<file path="src/rtl/rx_block_sync.sv">
`default_nettype none
// ============================================================================
//  Module   : rx_block_sync
//  Purpose  : 64b/66b receive block-lock controller. Watches the 2-bit sync
//             header of each gearbox word, requests bitslips until headers
//             align, then declares and maintains block lock using windowed
//             valid/invalid header counting.
//  Ports    : clk, rst            - clock, synchronous active-high reset
//             data_valid          - gearbox word valid this cycle
//             sync_info[1:0]      - sync header (01/10 valid, 00/11 invalid)
//             bitslip             - registered one-cycle slip request
//             block_lock          - registered block lock indication
//             desc_enable         - descrambler enable (follows data_valid)
//             data_valid_out      - registered data_valid & block_lock
//             slip_count[7:0]     - saturating count of slips issued
//             error_count[7:0]    - saturating count of invalid headers
//                                   seen while locked
//  Revision : 1.0 - initial release
// ============================================================================
module rx_block_sync #(
    parameter int SH_CNT_MAX     = 64,
    parameter int SH_INVALID_MAX = 16,
    parameter int SLIP_WAIT      = 32
) (
    input  logic       clk,
    input  logic       rst,
    input  logic       data_valid,
    input  logic [1:0] sync_info,
    output logic       bitslip,
    output logic       block_lock,
    output logic       desc_enable,
    output logic       data_valid_out,
    output logic [7:0] slip_count,
    output logic [7:0] error_count
);

    localparam int CNT_W  = $clog2(SH_CNT_MAX + 1);
    localparam int INV_W  = $clog2(SH_INVALID_MAX + 1);
    localparam int WAIT_W = (SLIP_WAIT > 1) ? $clog2(SLIP_WAIT) : 1;

    // Terminal values are compared against the pre-increment count so the
    // decision is taken on the same word that reaches the limit.
    localparam logic [CNT_W-1:0]  c_SH_CNT_LAST = CNT_W'(SH_CNT_MAX - 1);
    localparam logic [INV_W-1:0]  c_SH_INV_LAST = INV_W'(SH_INVALID_MAX - 1);
    localparam logic [WAIT_W-1:0] c_WAIT_LAST   = WAIT_W'(SLIP_WAIT - 1);

    localparam logic [1:0] c_RESET_CNT    = 2'd0;
    localparam logic [1:0] c_TEST_SH      = 2'd1;
    localparam logic [1:0] c_SLIP_WAIT_ST = 2'd2;

    logic [1:0]        r_state;
    logic [1:0]        w_state_nxt;
    logic [CNT_W-1:0]  r_sh_cnt;
    logic [CNT_W-1:0]  w_sh_cnt_nxt;
    logic [INV_W-1:0]  r_sh_inv;
    logic [INV_W-1:0]  w_sh_inv_nxt;
    logic [WAIT_W-1:0] r_wait_cnt;
    logic [WAIT_W-1:0] w_wait_cnt_nxt;
    logic              r_bitslip;
    logic              w_bitslip_nxt;
    logic              r_block_lock;
    logic              w_block_lock_nxt;
    logic              r_data_valid_out;
    logic [7:0]        r_slip_count;
    logic [7:0]        w_slip_count_nxt;
    logic [7:0]        r_error_count;
    logic [7:0]        w_error_count_nxt;

    logic w_hdr_valid;
    logic w_eval;
    logic w_slip_unlocked;
    logic w_lose_lock;
    logic w_slip;
    logic w_window_done;
    logic w_wait_done;

    function automatic logic [7:0] sat_inc(input logic [7:0] v);
        return (v == 8'hFF) ? v : v + 8'd1;
    endfunction

    // Exactly one header bit set means a valid 01/10 sync header.
    assign w_hdr_valid     = sync_info[1] ^ sync_info[0];
    assign w_eval          = (r_state == c_TEST_SH) && data_valid;
    assign w_slip_unlocked = w_eval && !r_block_lock && !w_hdr_valid;
    // Loss of lock takes priority over the window-complete decision.
    assign w_lose_lock     = w_eval && r_block_lock && !w_hdr_valid &&
                             (r_sh_inv == c_SH_INV_LAST);
    assign w_slip          = w_slip_unlocked || w_lose_lock;
    assign w_window_done   = w_eval && (r_sh_cnt == c_SH_CNT_LAST);
    assign w_wait_done     = (r_state == c_SLIP_WAIT_ST) && (r_wait_cnt == c_WAIT_LAST);

    // ------------------------------------------------------------------
    // State register (also holds all counters and registered outputs)
    // ------------------------------------------------------------------
    always_ff @(posedge clk) begin
        if (rst) begin
            r_state          <= c_RESET_CNT;
            r_sh_cnt         <= '0;
            r_sh_inv         <= '0;
            r_wait_cnt       <= '0;
            r_bitslip        <= 1'b0;
            r_block_lock     <= 1'b0;
            r_data_valid_out <= 1'b0;
            r_slip_count     <= 8'd0;
            r_error_count    <= 8'd0;
        end else begin
            r_state          <= w_state_nxt;
            r_sh_cnt         <= w_sh_cnt_nxt;
            r_sh_inv         <= w_sh_inv_nxt;
            r_wait_cnt       <= w_wait_cnt_nxt;
            r_bitslip        <= w_bitslip_nxt;
            r_block_lock     <= w_block_lock_nxt;
            r_data_valid_out <= data_valid && r_block_lock;
            r_slip_count     <= w_slip_count_nxt;
            r_error_count    <= w_error_count_nxt;
        end
    end

    // ------------------------------------------------------------------
    // Next-state logic
    // ------------------------------------------------------------------
    always_comb begin
        w_state_nxt = r_state;
        case (r_state)
            c_RESET_CNT:    w_state_nxt = c_TEST_SH;
            c_TEST_SH:      if (w_slip) w_state_nxt = c_SLIP_WAIT_ST;
            c_SLIP_WAIT_ST: if (w_wait_done) w_state_nxt = c_RESET_CNT;
            default:        w_state_nxt = c_RESET_CNT;
        endcase
    end

    // ------------------------------------------------------------------
    // Output / counter logic
    // ------------------------------------------------------------------
    always_comb begin
        w_sh_cnt_nxt      = r_sh_cnt;
        w_sh_inv_nxt      = r_sh_inv;
        w_wait_cnt_nxt    = r_wait_cnt;
        w_block_lock_nxt  = r_block_lock;
        // A slip is only ever decided in TEST_SH, so the pulse is one cycle
        // wide and lands on the first cycle of the wait state.
        w_bitslip_nxt     = w_slip;
        w_slip_count_nxt  = r_slip_count;
        w_error_count_nxt = r_error_count;
        case (r_state)
            c_RESET_CNT: begin
                w_sh_cnt_nxt   = '0;
                w_sh_inv_nxt   = '0;
                w_wait_cnt_nxt = '0;
            end
            c_TEST_SH: begin
                if (data_valid) begin
                    if (w_slip) begin
                        w_block_lock_nxt = 1'b0;
                        w_wait_cnt_nxt   = '0;
                        w_slip_count_nxt = sat_inc(r_slip_count);
                    end else if (w_window_done) begin
                        // Window restarts in place; no RESET_CNT dead cycle.
                        w_sh_cnt_nxt     = '0;
                        w_sh_inv_nxt     = '0;
                        w_block_lock_nxt = 1'b1;
                    end else begin
                        w_sh_cnt_nxt = r_sh_cnt + 1'b1;
                        if (r_block_lock && !w_hdr_valid)
                            w_sh_inv_nxt = r_sh_inv + 1'b1;
                    end
                    if (r_block_lock && !w_hdr_valid)
                        w_error_count_nxt = sat_inc(r_error_count);
                end
            end
            c_SLIP_WAIT_ST: begin
                // Counts clk cycles; data_valid and headers are ignored here.
                w_wait_cnt_nxt = w_wait_done ? '0 : r_wait_cnt + 1'b1;
            end
            default: ;
        endcase
    end

    assign bitslip        = r_bitslip;
    assign block_lock     = r_block_lock;
    assign desc_enable    = data_valid;
    assign data_valid_out = r_data_valid_out;
    assign slip_count     = r_slip_count;
    assign error_count    = r_error_count;

endmodule
`default_nettype wire
</file>
<file path="config.mk">
export PLATFORM = sky130hd
export DESIGN_NAME = rx_block_sync
export DESIGN_NICKNAME = d
export VERILOG_FILES = /design/src/rtl/rx_block_sync.sv
export SDC_FILE = /design/constraint.sdc
export NUM_CORES = 1
export LEC_CHECK = 0
export ABC_CLOCK_PERIOD_IN_PS = 3500
export CAP_MARGIN = 20
export CELL_PAD_IN_SITES_DETAIL_PLACEMENT = 0
export CELL_PAD_IN_SITES_GLOBAL_PLACEMENT = 1
export CORE_ASPECT_RATIO = 0.5
export CORE_MARGIN = 2
export CORE_UTILIZATION = 44
export DETAILED_ROUTE_END_ITERATION = 8
export GPL_TIMING_DRIVEN = 0
export PLACE_DENSITY = 0.95
export SYNTH_ARGS = -nofsm -noshare
export SYNTH_HDL_FRONTEND = slang
export SYNTH_SLANG_ARGS = --single-unit
</file>
<file path="constraint.sdc">
create_clock -name clk -period 3.5 [get_ports clk]
set_input_delay 0.525 -clock clk [delete_from_list [all_inputs] [get_ports clk]]
set_output_delay 0.525 -clock clk [all_outputs]
set_load 0.02 [all_outputs]
</file>
==> After elaboration in Yosys (flattened, before gate mapping) <==
Cells that the tools add are included.
{ "word_totals": {"output_inout_bits": 20, "wordCells": 71, "register_bits": 38} }
{ "op_classes": {"n_reduce_logical": 24, "add_sub_neg": 5, "bitwise_logic": 3, "eq_ne": 12, "mux": 18} }
{ "ops": {"columns": ["operator", "n"], "rows": [
  ["$mux 5", 7],
  ["$mux 7", 3],
  ["$add 8x1->8 const B", 2],
  ["$eq 8x8->1 const B", 2],
  ["$pmux 5 s3", 1],
  ["$pmux 7 s2", 1],
  ["$reduce_and 4->1", 3],
  ["$add 5x1->5 const B", 2],
  ["$logic_and 1x1->1", 10],
  ["$pmux 5 s2", 1],
  ["$reduce_and 3->1", 3],
  ["$ne 2x2->1 const B", 4],
  ["$add 7x1->7 const B", 1],
  ["$eq 7x6->1 const B", 1],
  ["$pmux 2 s3", 1],
  ["$eq 5x4->1 const B", 1],
  ["$eq 5x5->1 const B", 1],
  ["$mux 2", 2],
  ["$reduce_bool 2->1", 2],
  ["$ne 3x2->1 const B", 1],
  ["$reduce_bool 3->1", 1],
  ["$eq 2x1->1 const B", 1],
  ["$eq 2x2->1 const B", 1],
  ["$logic_not 1->1", 2],
  ["6 further kinds", 8]
]} }

==> Depth between registers and ports, before layout <==
{ "logic_depth": {"word_depth": 9, "mapped_depth": 9} }

==> Worst setup path after synthesis <==
Ideal clock, no wire load.
{ "synth_timing": {"path_kind": "reg2reg", "from": "register r_sh_inv[0]", "to": "register r_slip_count[5], in the netlist slip_count[5]", "required_ps": 3379, "setup_slack_ps": 1346, "setup_time_ps": 121, "period_less_slack_ps": 2154, "t_arrival_ps": 2033, "path_stages_with_launch": 9, "path_buffers": 1, "cell_sequence": "dfxtp_1 ha_1 and3_1 ha_1 nand2b_1 or3b_1 buf_6 nor4_1 mux2_2"} }
{ "synth_via": {"elab_chain_cells": 4} }
{ "synth_rtl": {"columns": ["element", "line_no", "text"], "rows": [
  ["from (decl)", "55", "logic [INV_W-1:0] r_sh_inv;"],
  ["from (signal assigned)", "109", "r_sh_inv <= w_sh_inv_nxt;"],
  ["$eq 5x4->1", "87", "(r_sh_inv == c_SH_INV_LAST);"],
  ["$logic_and 1x1->1", "86", "assign w_lose_lock = w_eval && r_block_lock && !w_hdr_valid &&"],
  ["$logic_or 1x1->1", "88", "assign w_slip = w_slip_unlocked || w_lose_lock;"],
  ["$reduce_and 4->1 (no source line)", null, null],
  ["to (signal assigned)", "114", "r_slip_count <= w_slip_count_nxt;"],
  ["to (decl)", "64", "logic [7:0] r_slip_count;"]
]} }
Every way passes these cells.
A chain may end at the register's enable or synchronous reset.

==> Worst setup path in the final report <==
{ "layout_timing": {"from": "input data_valid", "to": "output desc_enable"} }
{ "layout_rtl": {"columns": ["element", "line_no", "text"], "rows": [
  ["from (decl)", "27", "input logic data_valid,"],
  ["to (decl)", "31", "output logic desc_enable,"]
]} }
No word-level cell between the ends.

==> summary.json <==
{
  "status": "finished, final reports clean",
  "finalWeightedCongestion": 0.758,
  "grt_util_all_layers": 0.187,
  "vdd_ir_drop_max_v": 0.000214,
  "place.detailed.hpwl_um": 2900,
  "syn_nets": 224,
  "grt_use_met1": 0.246,
  "post-cts-setup-buffer-count": 0,
  "post_drt_via_cell_ratio": 5.63,
  "route.detailed.wl_per_inst_um": 13.6,
  "clock_path_buffers": 2,
  "global_route.peak_usage_layer": "met2",
  "fin_tns_setup_ns": 0,
  "num_antenna_cells": 0,
  "maximum_number_of_pins_on_one_net_before_global_route_repair": 13,
  "cp_data_required_time_ns": 2.97,
  "numPortBuffers": 23,
  "post-place-ws_ns": 0.909,
  "setup_viol": 0,
  "vias": 1671,
  "first_global_vias": 1540,
  "slew-limit-headroom": 0.493,
  "post_route_cells_drive_above_1_share": 0.0576,
  "tritoncts_num_sinks": 38,
  "worstPathArrival_ns": 1.89,
  "instance_count_of_the_mapped_netlist": 212,
  "cts-htree-levels": 2,
  "placedCellCount": 289,
  "timing.max_cap.violations": 0,
  "floorplan.die.height_um": 49.9,
  "start_util": 0.467,
  "max_fanout_on_critical_path": 7,
  "min-delay-path-class": "reg -> reg",
  "post_synth_num_cell_types": 48,
  "num-fill-cells": 380,
  "final.setup_skew_ns": 0.00631,
  "actual_slew_at_the_worst_max_slew_pin_ns": 0.755,
  "cts_tree": "done",
  "stdcell_count": 297,
  "unrepaired_setup_endpoints_after_global_routing": "no",
  "global_route_wire_length_before_repair_um": 6980,
  "cts.root.buffer_cell": "clkbuf_8",
  "postLayoutCoreUtil": 0.569,
  "detail_route.first_pass.iterations": 4,
  "dieArea_um2": 4770,
  "cts.repair.resized": 0,
  "leakage_nw": 0.789,
  "design.core.area_um2": 3960,
  "tritoncts.num_buffers": 5,
  "grtUsageMet2": 0.296,
  "postSynth.asyncResetShare": 0,
  "grt_overflow_total": 0,
  "hold_viol_final": 0,
  "wl_um": 4050,
  "finalCritPeriodShare": 0.689,
  "clk-insertion-delay-late_ns": 0.30,
  "avgSynthCellArea_um2": 8.73,
  "dominantRegCellSynth": "dfxtp_1",
  "synth_enable_flop_cells": 0,
  "area.growth.synth_to_final_pct": 22.0,
  "crit_path_start_kind": "primary input",
  "final_period_minus_worst_setup_slack_ns": 2.41,
  "postRouteAntennaNets": 0,
  "power_density_nw_per_um2": 392,
  "die_w_um": 95.7,
  "drt_drc_violations_left": 0,
  "number_of_drc_violations_after_detailed_routing_iteration_0": 78,
  "critPathKind": "in -> out",
  "synth-seq-area-share": 0.411,
  "critical_path.endpoint_type": "output port",
  "ys_warn_count": 0,
  "row_count": 16,
  "yosys_register_bits": 38,
  "postLayoutSetupSlackWorst_ns": 1.09,
  "antenna_found_initial": 0,
  "synth_area_um2": 1850,
  "met3_usage": 0.0535,
  "maximum_clock_frequency_mhz": 415,
  "post_cts_hold_buffer_count": 0,
  "cts.reportedPaths.clkPinSlew_ns": 0.07,
  "design.final.nets": 254,
  "slew_violations": 0,
  "io_pins": 25
}
sequential cells by signal (all words and copies together) (netlist names):
register,count
r_sh_inv,5
block_lock,1
r_state,2
slip_count,8
r_sh_cnt,7
r_wait_cnt,5
bitslip,1
data_valid_out,1
error_count,8
power by group:
part / switching (mW) / internal [mW]
clock network: 0.160 / 0.210
logic: 0.0435 / 0.0253
registers: 0.00733 / 0.438
layer usage:
layer / routed length [um] / vias up / part of all wire
met5: 0 / - / 0
met4: 44 / 0 / 0.011
met3: 154 / 7 / 0.038
met2: 1900 / 21 / 0.47
met1: 1950 / 794 / 0.48
li1: - / 849 / -
placed cells by master (no fill, tap or decap), types with 5 or more instances in the layout:
| cell type | count |
|---|---|
| dfxtp_1 | 38 |
| clkdlybuf4s50_1 | 23 |
| a21oi_1 | 18 |
| nor2_1 | 17 |
| o21ai_0 | 12 |
| nand2_1 | 12 |
| nand3_1 | 10 |
| or3_1 | 10 |
| and3_1 | 7 |
| clkbuf_1 | 7 |
| ha_1 | 7 |
| inv_1 | 6 |
| nor3_1 | 5 |
| clkbuf_8 | 5 |
synth_stat cells (all sizes together), types with 2 or more instances:
master | count | area [um^2]
nor3 | 5 | 25.0
nand4 | 3 | 18.8
nand2 | 12 | 45.0
a311oi | 3 | 26.3
or4 | 2 | 15.0
nand2b | 4 | 25.0
nor4 | 2 | 12.5
or3 | 10 | 62.6
o21a | 2 | 15.0
nor2 | 17 | 63.8
nor3b | 2 | 15.0
xor2 | 2 | 17.5
a211oi | 3 | 22.5
and3 | 7 | 43.8
ha | 7 | 87.6
a31oi | 3 | 18.8
nand3 | 10 | 50.1
o21ai | 12 | 60.1
mux2i | 2 | 20.0
buf | 2 | 18.8
o311ai | 2 | 17.5
a21oi | 18 | 90.1
o41ai | 3 | 26.3
and4b | 2 | 20.0
clkbuf | 7 | 26.3
nor2b | 4 | 25.0
xnor2 | 2 | 17.5
nand3b | 3 | 35.0
inv | 6 | 22.5
dfxtp | 38 | 761
mux2 | 2 | 22.5
through the flow:
stage / power [mW] / cell area, um^2 / hold slack, ns
floorplan: 0.501 / 1850 / 0.443
global placement: 0.523 / 2150 / 0.463
detailed placement: 0.524 / 2150 / 0.468
CTS: 0.893 / 2260 / 0.480
global route: 0.920 / 2260 / 0.516
finish: 0.884 / 2260 / 0.488
area by class of cell:
class / instances / area [um^2] / share of cell area
Timing Repair Buffer: 23 / 230 / 0.102
Sequential cell: 38 / 761 / 0.337
Clock buffer: 5 / 68.8 / 0.0305
Clock inverter: 3 / 40.0 / 0.0177
Inverter: 6 / 22.5 / 0.00998
Tap cell: 54 / 67.6 / 0.0299
Buffer: 9 / 45.0 / 0.0200
Multi-Input combinational cell: 159 / 1020 / 0.453
logic make-up (layout without fill, tap and decap cells):
kind of cell / Yosys count / count (layout) / synth area share
and+or+nand+nor: 89 / 89 / 0.272
AOI/OAI and AO/OA: 55 / 55 / 0.191
DFF: 38 / 38 / 0.411
buffers and inverters: 15 / 46 / 0.0365
adders and majority gates: 7 / 7 / 0.0473
xor gates and xnor gates: 4 / 4 / 0.0189
muxes: 4 / 4 / 0.0230
path summary, 6_finish.rpt:
| kind | from | endpoint | slack, ns | cells after the start |
|---|---|---|---|---|
| worst max-delay path | data_valid | desc_enable | 1.09 | 3 |
| worst min-delay path | error_count[7] | error_count[7] | 0.49 | 1 |
| worst max register to register | r_sh_inv[0] | r_sh_inv[1] | 1.11 | 8 |
| worst min register to register | error_count[7] | error_count[7] | 0.49 | 1 |
critical path: stages:
cell and delay, ns:
clkdlybuf4s50_1 0.62, buf_4 0.16, clkdlybuf4s50_1 0.59
(Power assumes the default switching activity.)
